`config.mk`:
```
export PLATFORM = sky130hd
export DESIGN_NAME = button_debouncer_flat
export DESIGN_NICKNAME = d
export VERILOG_FILES = /design/src/rtl/button_debouncer_if.sv /design/src/rtl/button_debouncer.sv /design/src/flat_wrapper.sv
export SDC_FILE = /design/constraint.sdc
export NUM_CORES = 1
export LEC_CHECK = 0
export ABC_AREA = 1
export BUFFER_PORTS_ARGS = -buffer_cell sky130_fd_sc_hd__buf_2
export CAP_MARGIN = 0
export CORE_ASPECT_RATIO = 0.5
export CORE_UTILIZATION = 63
export DETAILED_ROUTE_END_ITERATION = 12
export PLACE_DENSITY = 0.8
export SYNTH_ARGS = -nofsm -noshare
export SYNTH_HDL_FRONTEND = slang
export SYNTH_SLANG_ARGS = --single-unit
export TNS_END_PERCENT = 20
```
`constraint.sdc`:
```
create_clock -name clock_i -period 2.3 [get_ports clock_i]
set_input_delay 0 -clock clock_i [delete_from_list [all_inputs] [get_ports clock_i]]
set_output_delay 0 -clock clock_i [all_outputs]
set_load 0.005 [all_outputs]
```
`src/rtl/button_debouncer_if.sv`:
```
// Signal bundle between a debouncer and its consumer: synchronized level in, clean level,
// edge pulses, hold flag and auto-repeat pulse out.
interface button_debouncer_if;
    logic value_i;
    logic value_o;
    logic pressed_o;
    logic released_o;
    logic held_o;
    logic repeat_o;

    modport master (
        output value_i,
        input  value_o,
        input  pressed_o,
        input  released_o,
        input  held_o,
        input  repeat_o
    );

    modport slave (
        input  value_i,
        output value_o,
        output pressed_o,
        output released_o,
        output held_o,
        output repeat_o
    );
endinterface

```
`src/rtl/button_debouncer.sv`:
```
// Debouncer for one synchronized button level: clean level, press/release pulses, long-hold flag.
// Auto-repeat pulses exist only when BUTTON_DEBOUNCER_AUTOREPEAT_EN is defined.
module button_debouncer #(
    parameter int unsigned DEBOUNCE_CYCLES = 1000000,
    parameter int unsigned HOLD_CYCLES     = 100000000,
    parameter int unsigned REPEAT_CYCLES   = 25000000
) (
    input logic               clock_i,
    input logic               reset_i,
    button_debouncer_if.slave bus_io
);

    localparam int unsigned DebW  = $clog2(DEBOUNCE_CYCLES + 1);
    localparam int unsigned HoldW = $clog2(HOLD_CYCLES + 1);

    localparam logic [DebW-1:0]  DebLast  = DebW'(DEBOUNCE_CYCLES - 1);
    localparam logic [DebW-1:0]  DebOne   = DebW'(1);
    localparam logic [HoldW-1:0] HoldLast = HoldW'(HOLD_CYCLES - 1);
    localparam logic [HoldW-1:0] HoldMax  = HoldW'(HOLD_CYCLES);

    typedef enum logic [1:0] {
        StLow,
        StConfirmHigh,
        StHigh,
        StConfirmLow
    } state_e;

    state_e            state_q;
    logic [DebW-1:0]   deb_cnt_q;
    logic [HoldW-1:0]  hold_cnt_q;
    logic              value_q;
    logic              pressed_q;
    logic              released_q;
    logic              held_q;

`ifdef BUTTON_DEBOUNCER_AUTOREPEAT_EN
    localparam int unsigned RptW = $clog2(REPEAT_CYCLES + 1);
    localparam logic [RptW-1:0] RptLast = RptW'(REPEAT_CYCLES - 1);

    logic [RptW-1:0] rpt_cnt_q;
    logic            repeat_q;
`endif

    logic hold_active;
    logic release_now;

    assign hold_active = (state_q == StHigh) || (state_q == StConfirmLow);
    assign release_now = (state_q == StConfirmLow) && !bus_io.value_i && (deb_cnt_q == DebLast);

    always_ff @(posedge clock_i or posedge reset_i) begin
        if (reset_i) begin
            state_q    <= StLow;
            deb_cnt_q  <= '0;
            hold_cnt_q <= '0;
            value_q    <= 1'b0;
            pressed_q  <= 1'b0;
            released_q <= 1'b0;
            held_q     <= 1'b0;
`ifdef BUTTON_DEBOUNCER_AUTOREPEAT_EN
            rpt_cnt_q  <= '0;
            repeat_q   <= 1'b0;
`endif
        end else begin
            pressed_q  <= 1'b0;
            released_q <= 1'b0;
`ifdef BUTTON_DEBOUNCER_AUTOREPEAT_EN
            repeat_q   <= 1'b0;
`endif
            unique case (state_q)
                StLow: begin
                    if (bus_io.value_i) begin
                        state_q   <= StConfirmHigh;
                        deb_cnt_q <= DebOne;
                    end
                end
                StConfirmHigh: begin
                    if (!bus_io.value_i) begin
                        state_q   <= StLow;
                        deb_cnt_q <= '0;
                    end else if (deb_cnt_q == DebLast) begin
                        state_q   <= StHigh;
                        deb_cnt_q <= '0;
                        value_q   <= 1'b1;
                        pressed_q <= 1'b1;
                    end else begin
                        deb_cnt_q <= deb_cnt_q + 1'b1;
                    end
                end
                StHigh: begin
                    if (!bus_io.value_i) begin
                        state_q   <= StConfirmLow;
                        deb_cnt_q <= DebOne;
                    end
                end
                StConfirmLow: begin
                    if (bus_io.value_i) begin
                        state_q   <= StHigh;
                        deb_cnt_q <= '0;
                    end else if (release_now) begin
                        state_q    <= StLow;
                        deb_cnt_q  <= '0;
                        value_q    <= 1'b0;
                        released_q <= 1'b1;
                    end else begin
                        deb_cnt_q <= deb_cnt_q + 1'b1;
                    end
                end
                default: begin
                    state_q   <= StLow;
                    deb_cnt_q <= '0;
                end
            endcase

            // Hold tracking spans HIGH and CONFIRM_LOW so short release bounces do not restart it.
            if (release_now) begin
                hold_cnt_q <= '0;
                held_q     <= 1'b0;
`ifdef BUTTON_DEBOUNCER_AUTOREPEAT_EN
                rpt_cnt_q  <= '0;
`endif
            end else if (hold_active) begin
                if (hold_cnt_q != HoldMax) begin
                    hold_cnt_q <= hold_cnt_q + 1'b1;
                end
                if (hold_cnt_q == HoldLast) begin
                    held_q    <= 1'b1;
`ifdef BUTTON_DEBOUNCER_AUTOREPEAT_EN
                    repeat_q  <= 1'b1;
                    rpt_cnt_q <= '0;
`endif
                end
`ifdef BUTTON_DEBOUNCER_AUTOREPEAT_EN
                else if (held_q) begin
                    if (rpt_cnt_q == RptLast) begin
                        repeat_q  <= 1'b1;
                        rpt_cnt_q <= '0;
                    end else begin
                        rpt_cnt_q <= rpt_cnt_q + 1'b1;
                    end
                end
`endif
            end
        end
    end

    assign bus_io.value_o    = value_q;
    assign bus_io.pressed_o  = pressed_q;
    assign bus_io.released_o = released_q;
    assign bus_io.held_o     = held_q;

`ifdef BUTTON_DEBOUNCER_AUTOREPEAT_EN
    assign bus_io.repeat_o = repeat_q;
`else
    // Repeat period is meaningless without auto-repeat; keep the parameter referenced.
    logic unused_repeat_cfg;
    assign unused_repeat_cfg = ^REPEAT_CYCLES;
    assign bus_io.repeat_o   = 1'b0;
`endif

endmodule

```
`src/flat_wrapper.sv`:
```
// flat-port wrapper written by rule: the top's interface ports become plain ports
module button_debouncer_flat 
#(
    parameter int unsigned DEBOUNCE_CYCLES = 1000000,
    parameter int unsigned HOLD_CYCLES     = 100000000,
    parameter int unsigned REPEAT_CYCLES   = 25000000
)
  (clock_i, reset_i, bus_io_value_i, bus_io_value_o, bus_io_pressed_o, bus_io_released_o, bus_io_held_o, bus_io_repeat_o);
  button_debouncer_if bus_io_i ();
  input logic clock_i;
  input logic reset_i;
  input wire logic [$bits(bus_io_i.value_i)-1:0] bus_io_value_i;
  output wire logic [$bits(bus_io_i.value_o)-1:0] bus_io_value_o;
  output wire logic [$bits(bus_io_i.pressed_o)-1:0] bus_io_pressed_o;
  output wire logic [$bits(bus_io_i.released_o)-1:0] bus_io_released_o;
  output wire logic [$bits(bus_io_i.held_o)-1:0] bus_io_held_o;
  output wire logic [$bits(bus_io_i.repeat_o)-1:0] bus_io_repeat_o;
  assign bus_io_i.value_i = bus_io_value_i;
  assign bus_io_value_o = bus_io_i.value_o;
  assign bus_io_pressed_o = bus_io_i.pressed_o;
  assign bus_io_released_o = bus_io_i.released_o;
  assign bus_io_held_o = bus_io_i.held_o;
  assign bus_io_repeat_o = bus_io_i.repeat_o;
  button_debouncer #(.DEBOUNCE_CYCLES(DEBOUNCE_CYCLES), .HOLD_CYCLES(HOLD_CYCLES), .REPEAT_CYCLES(REPEAT_CYCLES)) u_core (.clock_i(clock_i), .reset_i(reset_i), .bus_io(bus_io_i));
endmodule
```
==> results of run 1 <==
state kept, by name, summed over array words and instances (netlist names), named ones only:
signal,cells
u_core.state_q,1
u_core.bus_io.held_o,1
u_core.bus_io.pressed_o,1
u_core.deb_cnt_q,20
u_core.hold_cnt_q,27
u_core.bus_io.value_o,1
u_core.bus_io.released_o,1
area by class of cell:
cell class,instances,area [um2]
Multi-Input combinational cell,418,2050
Tap cell,73,91.3
Sequential cell,53,1330
Fill cell,497,1620
Clock inverter,3,21.3
Inverter,64,240
Timing Repair Buffer,16,110
Clock buffer,5,125
repair_timing:
item	4_1_cts	5_1_grt
hold endpoints to repair	55	0
hold buffers	2	0
gates resized for setup	0	0
logic make-up (layout without fill, tap and decap cells):
kind of cell | Yosys count | in the layout
compound gates | 26 | 26
xor+xnor | 22 | 22
fa+ha+maj | 3 | 3
buf+inv | 77 | 88
flops | 53 | 53
other cells | 1 | 1
simple gates | 366 | 366
per-layer routing:
layer | track usage (%) | part of all wire [%] | vias up
met4 | 6.48 | 1.0 | 0
met2 | 48.9 | 46 | 99
met5 | 0 | 0 | -
met3 | 5.08 | 6.3 | 11
met1 | 38.7 | 46 | 1533
li1 | - | - | 1749
worst max-delay path, delay by kind of cell, from the launching register on:
family | cells | cell delay (ps)
adders and majority gates | 1 | 160
and+or+nand+nor | 8 | 1010
buffers and inverters | 2 | 190
DFF | 1 | 460
power groups by stage:
stage          Clock [mW]  Sequential, mW  Combinational, mW
2_1_floorplan           0            1.11              0.657
3_3_place_gp            0            1.14              0.707
3_5_place_dp            0            1.14              0.721
4_1_cts             0.775            1.12              0.727
5_1_grt             0.811            1.14              0.812
6_report            0.766            1.13              0.723
Yosys cell counts:
library cell and n:
nand3_1 73, xor2_1 19, nor3_4 1, nand4_1 8
buf_2 4, xnor2_1 3, o22ai_1 7, o21bai_1 1
nand4_2 1, conb_1 1, nand3_2 14, clkinv_1 1
buf_6 5, nand2_2 4, nor3_1 4, nor3b_2 1
a21oi_1 4, buf_4 3, o21ai_0 5, buf_12 1
o21ai_1 9, ha_1 3, nor3_2 1, inv_1 58
nor2_2 9, nor2_4 1, nand2_1 174, nor2_1 72
dfrtp_1 53, nand2_4 3, inv_2 5
per-stage QoR:
step           worst slack [ps]  cell area [um2]
2_1_floorplan               703             3740
3_3_place_gp                485             3800
3_5_place_dp                408             3800
4_1_cts                     385             3970
5_1_grt                     189             3970
6_report                    376             3970
worst max path at each step:
| stage | from | to | slack, ps | cells past startpoint |
|---|---|---|---|---|
| after floorplan | u_core.deb_cnt_q[0] | u_core.hold_cnt_q[2] | 700 | 8 |
| after global placement | u_core.hold_cnt_q[0] | u_core.hold_cnt_q[7] | 480 | 11 |
| after detailed placement | u_core.hold_cnt_q[0] | u_core.hold_cnt_q[7] | 410 | 11 |
| after CTS | u_core.hold_cnt_q[0] | u_core.hold_cnt_q[7] | 390 | 11 |
| after global routing | u_core.hold_cnt_q[0] | u_core.hold_cnt_q[7] | 190 | 11 |
| final | u_core.hold_cnt_q[0] | u_core.hold_cnt_q[17] | 380 | 11 |
==> impl_metrics.py, run 1 <==
metrics = {
    "setup_path": {
        "criticalPathCategory": "reg -> reg",
        "max_stage_delay_ps": 460,
        "arrival_ps": 2120,
        "cp_max_fo": 26,
        "worst_r2r_path_depth": 11,
        "crit_chain": "inv_1, ha_1, inv_1, nor2_1, nand2_1, nor2_2, nand2_2, nand2_4, nand2_4, nand3_1, nand2_1",
        "r2r-end": "u_core.hold_cnt_q[17]",
        "crit_required_ps": 2490,
        "r2r_setup_slack_ps": 380,
        "crit_slowest_cell": "dfrtp_1",
        "regToRegStartpoint": "u_core.hold_cnt_q[0]",
        "startpoint_type": "flip-flop",
        "cp-end-kind": "flip-flop",
    },
    "power": {
        "p_seq_share_pct": 43.1,
        "p_comb_share_pct": 27.6,
        "switching_share_pct": 37.8,
        "pwr-share-clk_pct": 29.3,
        "netSwitchingPower_mw": 0.988,
        "ir_worst_vdd_v": 0.000608,
        "power_mw": 2.62,
        "p_int_mw": 1.63,
        "p_leak_nw": 1.84,
        "p_per_area_mw_per_mm2": 660,
    },
    "sta": {
        "finalHoldViolCount": 0,
        "clock-skew-final_ps": 5.59,
        "setup-violations-final": 0,
        "slew_viol_final": 0,
        "worstMarginPinSlew_ps": 667,
        "finalSetupTns_ps": 0,
        "slew_headroom_pct": 55.5,
        "rsz0062_at_grt": "no",
        "min_period_ps": 1920,
        "layout_worst_path_cycle_share_pct": 83.6,
        "maxClockFrequency_mhz": 520,
        "timing.hold.ws_ps": 433,
    },
    "routing": {
        "drc": 0,
        "dr.pass1.iters": 5,
        "first_iter_violations": 177,
        "via_count": 3392,
        "wl_per_cell_um": 13.2,
        "ant_nets": 0,
        "vias_per_cell": 5.37,
        "wl_mm": 8.35,
    },
    "finish": {
        "syn2layout_area_growth_pct": 6.13,
        "mostFrequentLayoutCells": "nand2_1 (174), nand3_1 (73), nor2_1 (72)",
        "nNetsFinal": 564,
        "insertedDiodeCount": 0,
        "final_common_cell": "nand2_1",
        "final_util_pct": 71.0,
        "fin_cells": 632,
        "drive_above_1_share_pct": 11.3,
    },
    "synth": {
        "muxShareOfSynthArea_pct": 0,
        "ys_seq_area_share_pct": 35.5,
        "synth_fp_nets": 554,
        "synth_top_area_cell": "dfrtp_1",
        "synthCells": 548,
        "synth_compound_area_share_pct": 3.78,
        "ys_warn_count": 0,
        "synth_top_area_share_pct": 35.5,
        "syn-cell-area_mm2": 0.00374,
        "synth_cell_types": 31,
        "synth_top_family_by_area": "simple AND/OR/NAND/NOR gates",
        "yosys.area_share.xor_xnor_pct": 5.16,
        "synthTopCellsByArea": "dfrtp_1 (35%), nand2_1 (17%), nand3_1 (9.8%)",
        "synthAdderAreaFrac_pct": 1.00,
        "synthSimpleGateAreaFrac_pct": 44.9,
        "ys_seq_elements": 53,
        "syn_area_per_cell_um2": 6.82,
    },
    "floorplan": {
        "fp.dieW_um": 111,
        "die-area_mm2": 0.00626,
        "fp-row-count": 19,
        "coreArea_mm2": 0.00559,
        "start_util_pct": 66.9,
        "die_h_um": 56.5,
        "design.portCount": 8,
    },
    "outcome": {
        "status": "complete, no violations",
    },
    "global_routing": {
        "gr-total-overflow": 0,
        "antenna_found_initial": 0,
        "grt_max_degree": 54,
        "grt_pass1_wl_mm": 14.4,
        "grt_pass1_vias": 3108,
        "grt.total_usage_pct": 28.7,
    },
    "clocking": {
        "cts_made_buffers": 5,
        "post_cts_buffers": 0,
        "cts_tree": "built",
        "clk_pin_slew_worst_paths_ps": 70,
        "root_buffer": "clkbuf_16",
        "clock_path_buffers": 2,
        "cts_sinks": 53,
        "h-tree-depth": 2,
        "clk_latency_ps": 300,
    },
    "placement": {
        "dpl.hpwl_mm": 5.98,
        "port_buffers": 6,
        "place_inst": 622,
        "gp_congestion": 0.943,
    },
    "hold_path": {
        "hold_path.class": "in -> async",
    },
    "job": {
        "cap_violations": 0,
    },
}
Note: power is estimated with default switching activity, not from simulation.
==> inputs of run 2 (changes only) <==
==> constraint.sdc (replaced) <==
create_clock -name clock_i -period 1.9 [get_ports clock_i]
set_input_delay 0 -clock clock_i [delete_from_list [all_inputs] [get_ports clock_i]]
set_output_delay 0 -clock clock_i [all_outputs]
set_load 0.005 [all_outputs]
==> run 2 against run 1 <==
Effect of this change:
- power up 27%
- register-to-register slack got worse by 220 ps
- via count grew 4.8%
- sequential power grew 19%
- non-clock buffer count increased by 4
- maximum frequency is 10% higher
- clock power up 28%
- setup slack got worse by 220 ps
- hold slack got worse by 130 ps
- count of clock-buffer cells in the layout rose by 1
- largest power group unchanged
- highest routed layer unchanged
==> impl_metrics.py, run 2 (synthesized netlist as in run 1, its figures left out) <==
metrics = {
    "outcome": {
        "status": "complete, no violations",
    },
    "floorplan": {
        "fp.dieW_um": 111,
        "coreArea_mm2": 0.00559,
        "die_h_um": 56.5,
        "die-area_mm2": 0.00626,
        "design.portCount": 8,
        "start_util_pct": 66.9,
        "fp-row-count": 19,
    },
    "global_routing": {
        "grt_pass1_vias": 3233,
        "grt_max_degree": 27,
        "grt.total_usage_pct": 29.7,
        "gr-total-overflow": 0,
        "antenna_found_initial": 0,
        "grt_pass1_wl_mm": 14.8,
    },
    "clocking": {
        "root_buffer": "clkbuf_16",
        "cts_tree": "built",
        "clock_path_buffers": 2,
        "post_cts_buffers": 0,
        "h-tree-depth": 2,
        "clk_latency_ps": 300,
        "cts_sinks": 53,
        "clk_pin_slew_worst_paths_ps": 70,
        "cts_made_buffers": 5,
    },
    "finish": {
        "largest_register_ffs": 27,
        "largestRegisters": "u_core.hold_cnt_q (27), u_core.deb_cnt_q (20)",
        "mostFrequentLayoutCells": "nand2_1 (174), nand3_1 (73), nor2_1 (72)",
        "syn2layout_area_growth_pct": 7.83,
        "regMostFlops": "u_core.hold_cnt_q",
        "final_area_mm2": 0.00403,
        "final_common_cell": "nand2_1",
        "insertedDiodeCount": 0,
        "nNetsFinal": 568,
        "final_util_pct": 72.1,
        "drive_above_1_share_pct": 12.1,
    },
    "sta": {
        "maxClockFrequency_mhz": 572,
        "slew_viol_final": 0,
        "worstMarginPinSlew_ps": 535,
        "layout_worst_path_cycle_share_pct": 91.9,
        "setup-violations-final": 0,
        "finalHoldViolCount": 0,
        "finalSetupTns_ps": 0,
        "clock-skew-final_ps": 6.10,
        "slew_headroom_pct": 64.3,
        "rsz0062_at_grt": "no",
        "min_period_ps": 1750,
    },
    "placement": {
        "dpl.hpwl_mm": 6.38,
        "gp_congestion": 0.924,
        "port_buffers": 6,
        "place_area_mm2": 0.00384,
    },
    "setup_path": {
        "crit_chain": "ha_2, nand2_2, nor3_4, nand3_2, buf_4, nand3_1, o21ai_0",
        "crit_slowest_cell": "dfrtp_1",
        "crit_required_ps": 2080,
        "worst_r2r_path_depth": 7,
        "r2r_setup_slack_ps": 150,
        "startpoint_type": "flip-flop",
        "arrival_ps": 1930,
        "r2r-end": "u_core.hold_cnt_q[1]",
        "cp_max_fo": 16,
        "cp-end-kind": "flip-flop",
        "regToRegStartpoint": "u_core.deb_cnt_q[1]",
        "max_stage_delay_ps": 370,
        "criticalPathCategory": "reg -> reg",
    },
    "power": {
        "switching_share_pct": 37.4,
        "p_seq_share_pct": 40.4,
        "p_comb_share_pct": 30.2,
        "netSwitchingPower_mw": 1.24,
        "p_int_mw": 2.08,
        "p_leak_nw": 1.87,
        "p_per_area_mw_per_mm2": 825,
        "pwr-share-clk_pct": 29.4,
        "ir_worst_vdd_v": 0.000573,
    },
    "routing": {
        "wl_per_cell_um": 13.8,
        "vias_per_cell": 5.59,
        "wl_mm": 8.80,
        "via_count": 3555,
        "first_iter_violations": 252,
        "drc": 0,
        "wirelength_met1_mm": 4.12,
        "dr.pass1.iters": 5,
        "ant_nets": 0,
        "dr_wl_met3_um": 516,
        "wl_met2_mm": 4.03,
        "top_layer": "met4",
    },
    "hold_path": {
        "hold_path.class": "in -> async",
    },
    "job": {
        "cap_violations": 0,
    },
}
run 2: cell count changes in the layout (fill, tap and decap cells not counted), sizes merged:
cell	delta
clkbuf	+1
buf	+4
clkinvlp	-1
run 2: worst max path at each step:
stage                         startpoint  slack (ps)  depth (start not counted)                     to
floorplan            u_core.deb_cnt_q[0]         300                          8   u_core.hold_cnt_q[2]
global placement     u_core.deb_cnt_q[1]         220                          7  u_core.hold_cnt_q[25]
detailed placement  u_core.hold_cnt_q[0]         190                         11  u_core.hold_cnt_q[15]
CTS                  u_core.deb_cnt_q[1]         150                          7  u_core.hold_cnt_q[16]
global route         u_core.deb_cnt_q[1]          10                          7   u_core.hold_cnt_q[1]
finish               u_core.deb_cnt_q[1]         150                          7   u_core.hold_cnt_q[1]
run 2: layer usage:
layer | up-vias | track usage, %
li1 | 1754 | -
met1 | 1667 | 39.7
met2 | 116 | 49.6
met3 | 18 | 5.40
met4 | 0 | 9.14
met5 | - | 0
run 2: what timing repair did:
item	CTS	global route
endpoints found under the setup margin	0	13
gates resized for setup	0	2
hold endpoints to repair	25	0
hold buffers	2	0
run 2: through the flow:
stage          hold slack [ps]  setup slack [ps]  cells  total power, mW
6_report                   301               153    636             3.33
5_1_grt                    371              13.5    636             3.50
4_1_cts                    299               151    636             3.31
3_5_place_dp              71.2               187    626             2.34
3_3_place_gp              70.1               215    626             2.32
2_1_floorplan              137               303    548             2.14
run 2: cell type report:
class	instances	area (um2)
clock buffer	6	139
clock inverter	2	17.5
fill	467	1560
inverter	64	240
multi-input combinational	418	2060
sequential	53	1330
tap	73	91.3
timing repair buffer	20	153
run 2: worst max-delay path, delay by kind of cell (launching register included):
| kind | cells | cell delay, ps |
|---|---|---|
| AND/OR/NAND/NOR | 4 | 660 |
| flip-flops | 1 | 370 |
| buffers and inverters | 1 | 270 |
| adder cells (fa/ha/maj) | 1 | 240 |
| AO/OA/AOI/OAI | 1 | 80 |
run 2: power groups by stage:
stage                     registers [mW]  clock network, mW  logic, mW
after floorplan                     1.35                  0      0.795
after CTS                           1.34              0.988      0.986
after detailed placement            1.36                  0      0.978
final                               1.34              0.977       1.01
after global routing                1.36               1.03       1.11
after global placement              1.36                  0      0.964
